**src/rtl/booth2_pkg.sv**
```systemverilog
// Shared definitions for the radix-4 Booth multiplier: FSM states, digit codes
// and the digit-count helper.
package booth2_pkg;

  typedef enum logic [1:0] {
    IDLE = 2'd0,
    CALC = 2'd1,
    DONE = 2'd2
  } state_t;

  // Digit code is {negate, magnitude[1:0]}; magnitude 01 = x, 10 = 2x.
  localparam logic [2:0] DIG_ZERO = 3'b000;
  localparam logic [2:0] DIG_P1   = 3'b001;
  localparam logic [2:0] DIG_P2   = 3'b010;
  localparam logic [2:0] DIG_M1   = 3'b101;
  localparam logic [2:0] DIG_M2   = 3'b110;

  // W+2 bit extended operands need one extra digit beyond W/2.
  function automatic int num_digits(input int w);
    return w / 2 + 1;
  endfunction

  function automatic logic [2:0] booth_recode(input logic [2:0] trip);
    logic [2:0] d;
    case (trip)
      3'b001, 3'b010: d = DIG_P1;
      3'b011:         d = DIG_P2;
      3'b100:         d = DIG_M2;
      3'b101, 3'b110: d = DIG_M1;
      default:        d = DIG_ZERO;
    endcase
    return d;
  endfunction

endpackage

```
**src/rtl/booth2_pp_gen.sv**
```systemverilog
// Booth digit recoder and partial-product selector. Negative digits come out
// bit-inverted; the +1 is supplied to the accumulator adder through neg.
module booth2_pp_gen
  import booth2_pkg::*;
#(
  parameter int W = 8
) (
  input  logic [W+1:0] x_ext,
  input  logic [2:0]   triplet,
  output logic [W+2:0] pp,
  output logic         neg
);

  logic [2:0]   digit;
  logic [W+2:0] mag;

  always_comb begin
    digit = booth_recode(triplet);
    case (digit[1:0])
      2'b01:   mag = {x_ext[W+1], x_ext};
      2'b10:   mag = {x_ext, 1'b0};
      default: mag = '0;
    endcase
    neg = digit[2];
    pp  = neg ? ~mag : mag;
  end

endmodule

```
**src/rtl/booth2_mult_param.sv**
```systemverilog
// Iterative radix-4 Booth multiplier with valid/ready handshakes on both sides;
// one partial product per CALC cycle followed by a result write-back cycle.
module booth2_mult_param
  import booth2_pkg::*;
#(
  parameter int W = 8
) (
  input  logic             CLK,
  input  logic             RST,
  input  logic             in_valid,
  output logic             in_ready,
  input  logic [W-1:0]     x,
  input  logic [W-1:0]     multiplier,
  input  logic             is_signed,
  output logic             out_valid,
  input  logic             out_ready,
  output logic [2*W-1:0]   result,
  output logic             busy
);

  localparam int N  = num_digits(W);
  localparam int CW = $clog2(N + 1);
  localparam logic [CW-1:0] LAST = CW'(N);

  state_t           state_reg, state_next;
  logic [W+1:0]     x_reg;
  logic [W+1:0]     hi_reg;
  logic [W+1:0]     lo_reg;
  logic             prev_reg;
  logic [CW-1:0]    cnt_reg;
  logic [2*W-1:0]   result_reg;
  logic             accept;
  logic [W+2:0]     pp;
  logic             pp_neg;
  logic [W+3:0]     sum;

  booth2_pp_gen #(.W(W)) u_pp_gen (
    .x_ext   (x_reg),
    .triplet ({lo_reg[1:0], prev_reg}),
    .pp      (pp),
    .neg     (pp_neg)
  );

  // Two guard bits keep hi + pp from overflowing before the 2-bit shift.
  assign sum = {{2{hi_reg[W+1]}}, hi_reg} + {pp[W+2], pp} + {{(W+3){1'b0}}, pp_neg};

  always_comb begin
    in_ready   = (state_reg == IDLE) || (state_reg == DONE && out_ready);
    accept     = in_valid && in_ready;
    state_next = state_reg;
    case (state_reg)
      IDLE:    if (accept) state_next = CALC;
      CALC:    if (cnt_reg == LAST) state_next = DONE;
      DONE:    if (out_ready) state_next = accept ? CALC : IDLE;
      default: state_next = IDLE;
    endcase
  end

  always_ff @(posedge CLK or negedge RST) begin
    if (!RST) begin
      state_reg  <= IDLE;
      x_reg      <= '0;
      hi_reg     <= '0;
      lo_reg     <= '0;
      prev_reg   <= 1'b0;
      cnt_reg    <= '0;
      result_reg <= '0;
    end else begin
      state_reg <= state_next;
      if (accept) begin
        x_reg    <= is_signed ? {{2{x[W-1]}}, x} : {2'b00, x};
        lo_reg   <= is_signed ? {{2{multiplier[W-1]}}, multiplier} : {2'b00, multiplier};
        hi_reg   <= '0;
        prev_reg <= 1'b0;
        cnt_reg  <= '0;
      end else if (state_reg == CALC) begin
        if (cnt_reg == LAST) begin
          // After N shifts the full 2W+4 bit product sits in {hi, lo}.
          result_reg <= {hi_reg[W-3:0], lo_reg};
        end else begin
          hi_reg   <= sum[W+3:2];
          lo_reg   <= {sum[1:0], lo_reg[W+1:2]};
          prev_reg <= lo_reg[1];
          cnt_reg  <= cnt_reg + 1'b1;
        end
      end
    end
  end

  assign out_valid = (state_reg == DONE);
  assign busy      = (state_reg == CALC);
  assign result    = result_reg;

endmodule

```
**config.mk**
```make
export PLATFORM = sky130hd
export DESIGN_NAME = booth2_mult_param
export DESIGN_NICKNAME = d
export VERILOG_FILES = /design/src/rtl/booth2_pkg.sv /design/src/rtl/booth2_pp_gen.sv /design/src/rtl/booth2_mult_param.sv
export SDC_FILE = /design/constraint.sdc
export NUM_CORES = 1
export LEC_CHECK = 0
export CORE_ASPECT_RATIO = 1.5
export CORE_MARGIN = 3
export CORE_UTILIZATION = 45
export DETAILED_ROUTE_END_ITERATION = 8
export PLACE_DENSITY = 0.68
export SLEW_MARGIN = 20
export SYNTH_ARGS = -nofsm -noshare
export SYNTH_HDL_FRONTEND = slang
export SYNTH_SLANG_ARGS = --single-unit
```
**constraint.sdc**
```tcl
create_clock -name CLK -period 4 [get_ports CLK]
set_clock_uncertainty 0.1 [all_clocks]
set_input_delay 0.6 -clock CLK [delete_from_list [all_inputs] [get_ports CLK]]
set_output_delay 0.6 -clock CLK [all_outputs]
set_load 0.03 [all_outputs]
```
# [Word-level counts from Yosys, hierarchy flattened]
# Index checks and enable logic that the tools add are counted.
[totals] ram_bits=0 regBits=52 romBits=0 mem_count=0 latch_bits=0 output_inout_bits=19
[classes] mul=0 shifts=0 n_eq_ne=15 magnitude_cmp=0 reduce_logical=10 n_mux=22 div_mod_pow=0 bitwise=2 add_sub_neg=3
[ops] op="2-to-1 mux 10 bit" n=8
[ops] op="one-hot mux 11 bit (2 select lines)" n=1
[ops] op="adder 10 x 11 -> 12 bit" n=1
[ops] op="adder 12 x 1 -> 12 bit" n=1
[ops] op="equality test 3 bit, second input constant" n=4
[ops] op="one-hot mux 3 bit (4 select lines)" n=1
[ops] op="2-to-1 mux 11 bit" n=1
[ops] op="inverter 11 bit" n=1
[ops] op="2-to-1 mux 3 bit" n=3
[ops] op="equality test 3 x 2 -> 1 bit, second input constant" n=2
[ops] op="2-to-1 mux 2 bit" n=3
[ops] op="one-hot mux 2 bit (3 select lines)" n=1
[ops] op="AND reduction 3 bit" n=2
[ops] op="equality test 2 x 1 -> 1 bit, second input constant" n=2
[ops] op="equality test 2 bit, second input constant" n=2
[ops] op="2-to-1 mux 1 bit" n=4
[ops] op="!= test 2 x 1 -> 1 bit, second input constant" n=2
[ops] op="!= test 2 bit, second input constant" n=2
[ops] op="OR reduction 2 bit" n=2
[ops] op="adder 3 x 1 -> 3 bit, second input constant" n=1
[ops] op="equality test 3 x 1 -> 1 bit, second input constant" n=1
[ops] op="logical AND 1 bit" n=2
[ops] op="logical NOT 2 bit" n=1
[ops] op="AND reduction 2 bit" n=1
[ops] op="3 further kinds" n=3

# [Logic depth before layout (Yosys ltp)]
# Gate-level depths: netlist (run 1).
[logic_depth] depth_word=12 ltp_mapped=15

# [Modules after synthesis]
# From an unflattened synthesis (run 1), not the netlist that was laid out.
[hier_totals] cells_unflattened=298 hier_area_um2=2846.5
[modules_own_cells] mod="booth2_mult_param" seq_area_each_um2=1276.2 n_inst=1 cells_per_inst=251 area_per_inst_um2=2504.9
[modules_own_cells] mod="booth2_pp_gen" seq_area_each_um2=0.0 n_inst=1 cells_per_inst=47 area_per_inst_um2=341.6

# [Worst setup path before layout (run 1)]
# Ideal clock, no wire load.
[synth_path] path_type="register to register" startpoint="register lo_reg[0]" endpoint="register hi_reg[7]" period_less_slack_ns=3.016 stages_incl_launch_ff=16 required_time_ns=3.780 n_path_buf=2 slack_ns=0.984 t_arrival_ns=2.796 path_cell_list="dfrtp_1 -> nand2b_1 -> o22a_1 -> inv_1 -> ha_1 -> clkbuf_1 -> a22oi_1 -> nor2_1 -> xor2_1 -> ha_1 -> clkbuf_1 -> a21oi_1 -> o211a_1 -> o31ai_1 -> a21o_1 -> a31o_1"
[synth_via] elab_chain_len=12 elab_cells_between_ends=19 classes_between="add/sub (2); eq/ne (8); mux (6); bitwise (1); reduce/logical (2)"
[synth_lines] item="start: declaration" line_no="booth2_mult_param.sv:28" rtl="logic [W+1:0] lo_reg;"
[synth_lines] item="start signal: assignment" line_no="booth2_mult_param.sv:72" rtl="lo_reg <= is_signed ? {{2{multiplier[W-1]}}, multiplier} : {2'b00, multiplier};"
[synth_lines] item="start signal: assignment" line_no="booth2_mult_param.sv:82" rtl="lo_reg <= {sum[1:0], lo_reg[W+1:2]};"
[synth_lines] item="equality test 3 bit, or another cell as far along" line_no="booth2_pkg.sv:25" rtl="case (trip)"
[synth_lines] item="OR reduction 2 bit" line_no="booth2_pkg.sv:25"
[synth_lines] item="one-hot mux 3 bit (4 select lines) *" line_no="booth2_pkg.sv:25"
[synth_lines] item="equality test 2 bit or equality test 2 x 1 -> 1 bit (tied branches)" line_no="booth2_pp_gen.sv:19" rtl="case (digit[1:0])"
[synth_lines] item="one-hot mux 11 bit (2 select lines)" line_no="booth2_pp_gen.sv:19"
[synth_lines] item="inverter 11 bit" line_no="booth2_pp_gen.sv:25" rtl="pp = neg ? ~mag : mag;"
[synth_lines] item="2-to-1 mux 11 bit" line_no="booth2_pp_gen.sv:25"
[synth_lines] item="adder 10 x 11 -> 12 bit" line_no="booth2_mult_param.sv:45" rtl="assign sum = {{2{hi_reg[W+1]}}, hi_reg} + {pp[W+2], pp} + {{(W+3){1'b0}}, pp_neg};"
[synth_lines] item="adder 12 x 1 -> 12 bit *" line_no="booth2_mult_param.sv:45"
[synth_lines] item="2-to-1 mux 10 bit *" line_no="booth2_mult_param.sv:77" rtl="if (cnt_reg == LAST) begin"
[synth_lines] item="2-to-1 mux 10 bit *" line_no="booth2_mult_param.sv:76" rtl="end else if (state_reg == CALC) begin"
[synth_lines] item="2-to-1 mux 10 bit *" line_no="booth2_mult_param.sv:70" rtl="if (accept) begin"
[synth_lines] item="end signal: assignment" line_no="booth2_mult_param.sv:81" rtl="hi_reg <= sum[W+3:2];"
[synth_lines] item="end: declaration" line_no="booth2_mult_param.sv:27" rtl="logic [W+1:0] hi_reg;"
# Mark *: on every way between the ends. The rest lies on a longest branch, timed or not. The select of a mux whose other input is x is not followed.
# A chain may end at the register's enable or synchronous reset.

# [Worst setup path in the final report (run 1)]
[layout_path] startpoint="register lo_reg[0]" endpoint="register hi_reg[9]"
# The elaborated chain is that of the path after synthesis.

==> run_results.csv, run 1 <==
group,metric,value,unit
outcome,status,"complete, no violations",
worst_setup_path,setup.worst_path.start_class,"flop",
worst_setup_path,critPathArrivalTime,3.39,ns
sta,min_period,3.30,ns
global_route,grt_pass1_vias,2258,
sta,max_freq,0.303,GHz
drt,vias,2258,
worst_setup_path,crit_required,4.09,ns
finish,nets,362,
finish,drive_gt1_share,9.48,%
drt,routedWlPerCell,15.5,µm
floorplanning,die_height,104,µm
floorplanning,dieArea,7380,µm²
min_path,min_path_type,"primary input to asynchronous set/reset pin",
worst_setup_path,critPathBufInv,0,
finish,final_cell_mix,"57 x nand2_1, 51 x dfrtp_1, 38 x clkdlybuf4s50_1",
global_route,grt_max_degree,44,
logic_synthesis,synth.ff_latch_count,51,
logic_synthesis,synth_cell_type_count,48,
clock_tree,cts_resized,0,
finish,layout_commonest_cell,"nand2_1",
worst_setup_path,crit_family,"compound AO/OA/AOI/OAI gates",
sta,worst_pin_slew,0.987,ns
worst_setup_path,cp.depth,12,
worst_setup_path,timing.rr.start,"lo_reg[0]",
clock_tree,cts_tree,"done",
logic_synthesis,yosysWarnings,0,
worst_setup_path,cp-endpoint,"hi_reg[9]",
drt,drt_iter0_markers,86,
global_route,track_usage,17.5,%
logic_synthesis,synth_top_area_cell,"dfrtp_1",
placement,dp_cells,394,
global_route,overflow,0,
logic_synthesis,async_reset_ff_share,100,%
logic_synthesis,yosys-top-cells-area,"dfrtp_1 45%, nand2_1 7.5%, mux2_2 5.9%, ha_1 5.7%, a22oi_1 4.2%",
global_route,grt_pass1_wl,10.5,mm
worst_setup_path,r2r_end,"hi_reg[9]",
sta,hold_viol_final,0,
clock_tree,root_buffer,"clkbuf_8",
clock_tree,numCtsBuffers,5,
worst_setup_path,cpPeakStageDelay,0.45,ns
finish,finalNonFillerCells,401,
logic_synthesis,syn_avg_cell_area,9.72,µm²
logic_synthesis,synth_seq_area_share,44.5,%
logic_synthesis,syn_area,2870,µm²
drt,postRouteAntennaNets,0,
clock_tree,post_cts_buffers,0,
drt,drc,0,
worst_setup_path,path_max_fanout,11,
clock_tree,postCtsHoldBufs,0,
finish,filler_cell_count,557,
drt,via_per_inst,5.63,
global_route,antenna_found_initial,0,
finish,diodes,0,
logic_synthesis,synth-main-ff-cell,"dfrtp_1",
logic_synthesis,synthesis.instances,295,
logic_synthesis,synth_edf_count,0,
sta,setup-tns-final,0,ns
worst_setup_path,cp_cell_sequence,"nand2b_1 -> o22a_1 -> ha_1 -> a22oi_1 -> nor2_1 -> xor2_1 -> ha_1 -> o21a_1 -> nor2_1 -> o31ai_2 -> a31oi_1 -> a311o_1",
placement,port_buffers,39,
floorplanning,start_util,46.4,%
logic_synthesis,synth.net_count,330,
sta,slew_violations,0,
finish,largest_reg_flops,16,
sta,relSlewSlack,34.2,%
placement,dp_hpwl,4.49,mm
worst_setup_path,worstRegToRegCells,12,
finish,syn_to_final_growth,18.4,%
floorplanning,die_x,71.2,µm
sta,period_share,82.5,%
floorplanning,coreArea,6170,µm²
placement,gp_congestion,0.858,
floorplanning,pin_count,40,
worst_setup_path,crit_start,"lo_reg[0]",
logic_synthesis,synth_top_cell_area_share,44.5,%
worst_setup_path,crit_path_end_kind,"flop",
clock_tree,htreeDepth,2,
sta,rsz0062_at_grt,"false",
drt,wl,6.22,mm
run,maxCapViolations,0,
worst_setup_path,crit_slowest_cell,"dfrtp_1",
floorplanning,row_count,35,
worst_setup_path,crit_type,"flop to flop",
clock_tree,clock_sinks,51,
drt,firstDrtPassIters,4,
worst_setup_path,ff2ff_setup_slack,0.70,ns
clock_tree,clock_latency,0.30,ns
clock_tree,clk_path_buf_depth,2,
sta,finalSetupViolations,0,
clock_tree,cts.clk_slew.worst_paths,0.09,ns
## cells by family (layout without fill, tap and decap cells)
family | count (synthesis) | in the layout | share of synthesized area [%]
muxes | 15 | 15 | 5.89
DFF | 51 | 51 | 44.5
xor gates and xnor gates | 15 | 15 | 4.58
adders and majority gates | 14 | 14 | 6.37
AOI/OAI and AO/OA | 63 | 63 | 16.0
and+or+nand+nor | 114 | 114 | 19.0
buffers and inverters | 23 | 55 | 3.58
## cells in the mapped netlist (3+ instances only)
cell	number
ha_1	13
buf_2	4
nor2b_1	6
dfrtp_1	51
a311oi_1	3
o21a_1	4
nand2_1	57
nor3b_1	5
xor2_1	11
xnor2_1	4
nor2_1	17
o21ai_0	14
inv_1	7
clkbuf_1	10
a22oi_1	16
nor3_1	4
o211ai_1	3
mux2_2	15
nand3_1	10
nand3b_1	3
a21oi_1	8
## through the flow
step | setup WS [ns] | instance area (µm²) | util, % | hold slack [ns]
finish | 0.700 | 3390 | 55.0 | 0.343
global placement | 0.803 | 3290 | 53.3 | 0.382
global route | 0.484 | 3390 | 55.0 | 0.416
CTS | 0.704 | 3390 | 55.0 | 0.384
floorplan | 0.984 | 2870 | - | 0.204
detailed placement | 0.753 | 3290 | 53.3 | 0.389
## worst min path at each step
stage | startpoint | endpoint | slack [ns] | depth (start not counted)
final | RST | hi_reg[4] | 0.34 | 1
after global routing | RST | result[8] | 0.42 | 1
after CTS | RST | result[8] | 0.38 | 1
after detailed placement | lo_reg[7] | lo_reg[7] | 0.39 | 2
after global placement | lo_reg[7] | lo_reg[7] | 0.38 | 2
after floorplan | RST | cnt_reg[0] | 0.20 | 0
## worst reg2reg max path, cell delays in order (launching register included)
cell      delay, ns
dfrtp_1        0.45
nand2b_1       0.17
o22a_1         0.20
ha_1           0.33
a22oi_1        0.23
nor2_1         0.07
xor2_1         0.16
ha_1           0.36
o21a_1         0.14
nor2_1         0.07
o31ai_2        0.44
a31oi_1        0.19
a311o_1        0.29
## final cells by class
| cell class | instances | area [µm²] | area share, % |
|---|---|---|---|
| Clock inverter | 2 | 37.5 | 1.11 |
| Multi-Input combinational cell | 221 | 1490 | 44.0 |
| Inverter | 7 | 26.3 | 0.774 |
| Tap cell | 74 | 92.6 | 2.73 |
| Sequential cell | 51 | 1280 | 37.6 |
| Timing Repair Buffer | 41 | 400 | 11.8 |
| Clock buffer | 5 | 68.8 | 2.03 |
## layer usage
layer | vias to the layer above | track usage (%) | share of wire, %
met5 | - | 0 | 0
met4 | 0 | 7.26 | 2.9
met3 | 15 | 3.69 | 3.8
met2 | 50 | 30.5 | 54
met1 | 1094 | 20.3 | 39
li1 | 1099 | - | -
Power of run 1 is left out: the tool's default activity adds up to more than one toggle a clock period on the data nets, which glitch-free logic cannot reach.
==> inputs of run 2 (changes only) <==
Clock period 4 ns to 3.18 ns, I/O delays scaled along.
==> run 2 against run 1 <==
Net effect: core utilization up 1.5 points; register-to-register slack worse by 0.51 ns; global-route usage about the same; sequential share of layout area down 0.96 points; count of clock-buffer cells in the layout unchanged; cell area up 2.7%; wire length up 1.4%; via count up 1.8%; sequential cell count unchanged; non-clock buffer count up 7; die area unchanged; critical path type unchanged; largest cell class unchanged; highest routed layer unchanged.
==> run_results.csv, run 2 (same netlist as run 1, synthesis figures left out) <==
group,metric,value,unit
sta,worst_pin_slew,0.919,ns
clock_tree,clk_path_buf_depth,2,
sta,hold_viol_final,0,
clock_tree,clock_sinks,51,
global_route,grt_util_met3,2.43,%
clock_tree,htreeDepth,2,
clock_tree,numCtsBuffers,5,
run,maxCapViolations,0,
worst_setup_path,r2r_end,"hi_reg[9]",
placement,port_buffers,39,
global_route,grt_pass1_vias,2295,
finish,layout_commonest_cell,"nand2_1",
sta,max_freq,0.335,GHz
global_route,grt_pass1_wl,10.5,mm
outcome,status,"complete, no violations",
drt,vias,2298,
worst_setup_path,crit_type,"flop to flop",
global_route,track_usage,17.5,%
drt,wl,6.31,mm
finish,diodes,0,
floorplanning,start_util,46.4,%
floorplanning,row_count,35,
sta,period_share,93.9,%
drt,drt_iter0_markers,118,
floorplanning,die_height,104,µm
worst_setup_path,worstRegToRegCells,12,
finish,register_area,1280,µm²
sta,finalSetupViolations,0,
global_route,antenna_found_initial,0,
global_route,overflow,0,
finish,drive_gt1_share,13.2,%
drt,firstDrtPassIters,4,
clock_tree,clock_latency,0.30,ns
worst_setup_path,setup.worst_path.start_class,"flop",
worst_setup_path,crit_path_end_kind,"flop",
drt,drc,0,
global_route,grtUsageMet2,32.0,%
placement,dp_hpwl,4.55,mm
worst_setup_path,critPathArrivalTime,3.08,ns
worst_setup_path,path_max_fanout,11,
placement,dp_cells,400,
min_path,min_path_type,"primary input to asynchronous set/reset pin",
finish,syn_to_final_growth,21.6,%
clock_tree,root_buffer,"clkbuf_8",
floorplanning,coreArea,6170,µm²
finish,filler_cell_count,555,
sta,relSlewSlack,38.6,%
clock_tree,cts_tree,"done",
floorplanning,pin_count,40,
global_route,gr-max-usage-layer,"met2",
placement,gp_congestion,0.908,
finish,final_cell_mix,"57 x nand2_1, 50 x dfrtp_1, 38 x clkdlybuf4s50_1",
floorplanning,dieArea,7380,µm²
clock_tree,cts.clk_slew.worst_paths,0.10,ns
global_route,met1_usage,19.5,%
global_route,grt_max_degree,52,
worst_setup_path,crit_required,3.28,ns
worst_setup_path,ff2ff_setup_slack,0.19,ns
floorplanning,die_x,71.2,µm
finish,finalNonFillerCells,408,
drt,postRouteAntennaNets,0,
worst_setup_path,timing.rr.start,"prev_reg",
finish,largest_reg_flops,16,
drt,routedWlPerCell,15.5,µm
drt,via_per_inst,5.63,
sta,slew_violations,0,
finish,multi_input_area,1530,µm²
finish,nets,369,
sta,setup-tns-final,0,ns
sta,min_period,2.99,ns
-- run 2: worst max-delay path, stage by stage (launching register included) --
cell	delay (ns)
dfrtp_1	0.47
xnor2_2	0.25
inv_1	0.08
ha_2	0.27
a22oi_1	0.18
nor2_1	0.07
xor2_1	0.15
ha_1	0.32
o21a_1	0.13
nor2_1	0.08
o31ai_4	0.35
a31oi_1	0.16
a311o_1	0.28
-- run 2: how the worst max path moves through the flow --
| stage | cells after the start | slack (ns) | start | endpoint |
|---|---|---|---|---|
| after floorplan | 15 | 0.16 | lo_reg[0] | hi_reg[7] |
| after global placement | 12 | -0.003 | lo_reg[0] | hi_reg[9] |
| after detailed placement | 12 | -0.02 | lo_reg[0] | hi_reg[9] |
| after CTS | 14 | 0.01 | lo_reg[0] | hi_reg[8] |
| after global routing | 13 | -0.003 | prev_reg | hi_reg[8] |
| final | 12 | 0.19 | prev_reg | hi_reg[9] |
-- run 2: per-layer routing --
| metal | vias up | part of all wire (%) |
|---|---|---|
| met5 | - | 0 |
| met4 | 0 | 3.0 |
| met3 | 16 | 2.3 |
| met2 | 38 | 55 |
| met1 | 1134 | 40 |
| li1 | 1110 | - |
-- run 2: repair_timing --
action                                  CTS  global route
hold buffers                              0             0
pin swaps                                 0             1
setup buffers                             0             1
endpoints found under the setup margin    1             7
gates resized for setup                   1             8
-- run 2: final cells by class --
| type | count | area share, % |
|---|---|---|
| clock buffers | 5 | 1.97 |
| clock inverters | 2 | 1.08 |
| inverters | 7 | 0.753 |
| well taps | 74 | 2.66 |
| flip-flops and latches | 51 | 36.6 |
| multi-input cells | 221 | 43.9 |
| repair buffers | 48 | 13.0 |
-- run 2: stage by stage --
step                      worst slack, ns  util [%]  area, µm²  hold WS [ns]
final                               0.193      56.5       3490         0.182
after global routing             -0.00268      56.5       3490         0.224
after CTS                          0.0123      55.8       3450         0.205
after detailed placement          -0.0170      54.0       3330         0.390
after global placement           -0.00289      54.0       3330         0.382
after floorplan                     0.164         -       2870        0.0814
Power of run 2 is left out for the same reason.
==> inputs of run 3 (changes only) <==
Settings changed: GPL_ROUTABILITY_DRIVEN set to 0.
==> results of run 3 <==
Final layout, timing and power as in run 2 (identical DEF).
Power of run 3 is left out for the same reason.
==> RTL change, RTL diff (settings of run 3) <==
The 3 states of `state_t` get a one-hot encoding in 3 bits.
--- a/src/rtl/booth2_pkg.sv
+++ b/src/rtl/booth2_pkg.sv
@@ -3,8 +3,8 @@
 package booth2_pkg;
 
-  typedef enum logic [1:0] {
-    IDLE = 2'd0,
-    CALC = 2'd1,
-    DONE = 2'd2
+  typedef enum logic [2:0] {
+    IDLE = 3'b001,
+    CALC = 3'b010,
+    DONE = 3'b100
   } state_t;
 
Behaviour: same outputs for any inputs over 4 cycles, from zero or initial values and one cycle with RST low; so few cycles prove little.
==> RTL change against run 3 <==
The flow now finishes with violations (setup timing); cell area increased by 5.6%; maximum frequency decreased by 6.2%; critical path depth increased by 3; worst setup slack got worse by 200 ps; area after synthesis increased by 1.4%; routed wire length decreased by 6.4%; sequential cell count increased by 1.
==> RTL change: results (changes against run 3) <==
Pre-CTS setup slack: -80.9 ps (-64.0 ps)
Number of distinct standard cells referenced by the synthesized netlist: 52 (+8.3%)
Classification of the worst-slack hold path: in -> async
Leakage: 0.00168 uW
Pin count of the biggest net entering global routing: 41 (-21%)
Setup violations, final: 1 (+1)
Tightest Pin Transition: 882 ps (-36.8 ps)
Master cell of the clock root buffer: sky130_fd_sc_hd__clkbuf_8
Vias in the first global route: 2,164 (-5.7%)
Maximum buffer depth of the clock tree: 2 (unchanged)
Quantity of I/O buffers inserted on ports: 39 (unchanged)
Total half-perimeter wirelength after legalization and detailed placement: 4.31 mm (-5.1%)
Mean post-synth cell area: 10.7 um^2 (+9.6%)
Post-DR wirelength/cell: 14.7 um (-4.8%)
Clock H-tree levels: 2 (unchanged)
Net count of the mapped netlist: 308 (-6.7%)
Worst voltage drop across the vdd grid: 0.626 mV
Final antenna diode count: 0 (unchanged)
Fraction of registers with async set/reset: 100% (unchanged)
Largest register FFs: 16 (unchanged)
Cell types occupying the most area after synthesis: sky130_fd_sc_hd__dfrtp_1 44%, sky130_fd_sc_hd__mux2_2 6.6%, sky130_fd_sc_hd__ha_1 5.6%
Initial antenna violation count: 0 (unchanged)
Total power divided by cell area: 1120 nW/um^2
Largest delay share family, worst path: compound AO/OA/AOI/OAI gates
Via density: 5.37 (-4.7%)
DRT Wirelength: 5.90 mm (-6.4%)
Top cell types by occurrence after synthesis: 51 x sky130_fd_sc_hd__dfrtp_1, 31 x sky130_fd_sc_hd__nand2_1, 19 x sky130_fd_sc_hd__nor2_1
Most common cell after layout, fill and taps aside: sky130_fd_sc_hd__dfrtp_1
Slowest CP cell: sky130_fd_sc_hd__dfrtp_2
Number of DRC markers in iteration 0: 80 (-32%)
Failing checks: setup timing
Worst Setup Slack, final: -3.63 ps (-196 ps)
TritonCTS buffer count: 5 (unchanged)
Status: complete, but fails checks
Placed Instances: 390 (-2.5%)
Nets@finish: 361 (-2.2%)
Syn. warnings: 0 (unchanged)
Total Neg Setup Slack: -3.63 ps (-3.63 ps)
Clock power share: 11.6%
Overall fraction of global-route tracks in use: 16.6% (-0.92 points)
Number of fill cells: 541 (-2.5%)
Router iterations before antenna repair: 4 (unchanged)
Net load switching power: 1760 uW
Power of the combinational group: 2560 uW
Max stage delay on crit path: 460 ps
Fin Hold WS: 177 ps (-5.64 ps)
Sequential element share of the synthesized area: 44.8% (+0.27 points)
Clock slew at the register clock pins of the worst setup and hold paths: 90 ps
Post-CTS Repair Setup Buffers: 2 (+2)
Critical Path AT: 3290 ps (+210 ps)
Clock network latency to the later pin of the worst-skew pair: 310 ps
Placed Instance Area: 3430 um^2 (+2.9%)
Worst-path fanout max: 5 (-6)
Wire length of the first global-routing pass: 10.1 mm (-3.9%)
Fraction of layout instances using a drive strength above 1: 23.9% (+11 points)
# resized after CTS: 9 (+8)
RTL change: cell count changes in the layout (fill, tap and decap cells not counted), sizes merged, moves of 4 or more:
cell	run 3	this run
nand2	57	31
buf	10	21
mux2	15	25
nand3	10	2
o22ai	0	5
a21oi	8	12
inv	7	11
o21a	4	0
xor2	11	15
RTL change: kinds of logic (layout without fill, tap and decap cells):
kind of cell    Yosys count  after routing  synth area share [%]
fa+ha+maj                14             14                  6.28
compound gates           65             65                  15.4
xor+xnor                 18             18                  5.42
flops                    52             52                  44.8
simple gates             72             72                  13.1
mux                      28             28                  10.7
buf+inv                  24             78                  4.35
RTL change: layout make-up:
class | instances | area, um^2 | area share (%)
flip-flops and latches | 52 | 1310 | 35.5
well taps | 74 | 92.6 | 2.52
clock buffers | 6 | 82.6 | 2.24
inverters | 11 | 41.3 | 1.12
multi-input cells | 197 | 1580 | 43.0
repair buffers | 59 | 539 | 14.6
clock inverters | 2 | 38.8 | 1.05
RTL change: path summary, 6_finish.rpt:
path                                        start                endpoint  depth (start not counted)
max                         lo_reg[0]$_DFFE_PN0P_   hi_reg[6]$_DFFE_PN0P_                         15
min                                           RST   lo_reg[3]$_DFFE_PN0P_                          1
max reg2reg                 lo_reg[0]$_DFFE_PN0P_   hi_reg[6]$_DFFE_PN0P_                         15
min reg2reg                result[14]$_DFFE_PN0P_  result[14]$_DFFE_PN0P_                          1
max in group asynchronous                     RST   hi_reg[1]$_DFFE_PN0P_                          2
min in group CLK           result[14]$_DFFE_PN0P_  result[14]$_DFFE_PN0P_                          1
RTL change: metal layers:
metal  vias up  wire length (um)  part of all wire, %  global-route usage (%)
met5         -                 0                    0                       0
met4         0               116                  2.0                    6.18
met3         9               163                  2.8                    2.71
met2        33              2990                   51                    28.0
met1      1039              2630                   45                    21.0
li1       1071                 -                    -                       -
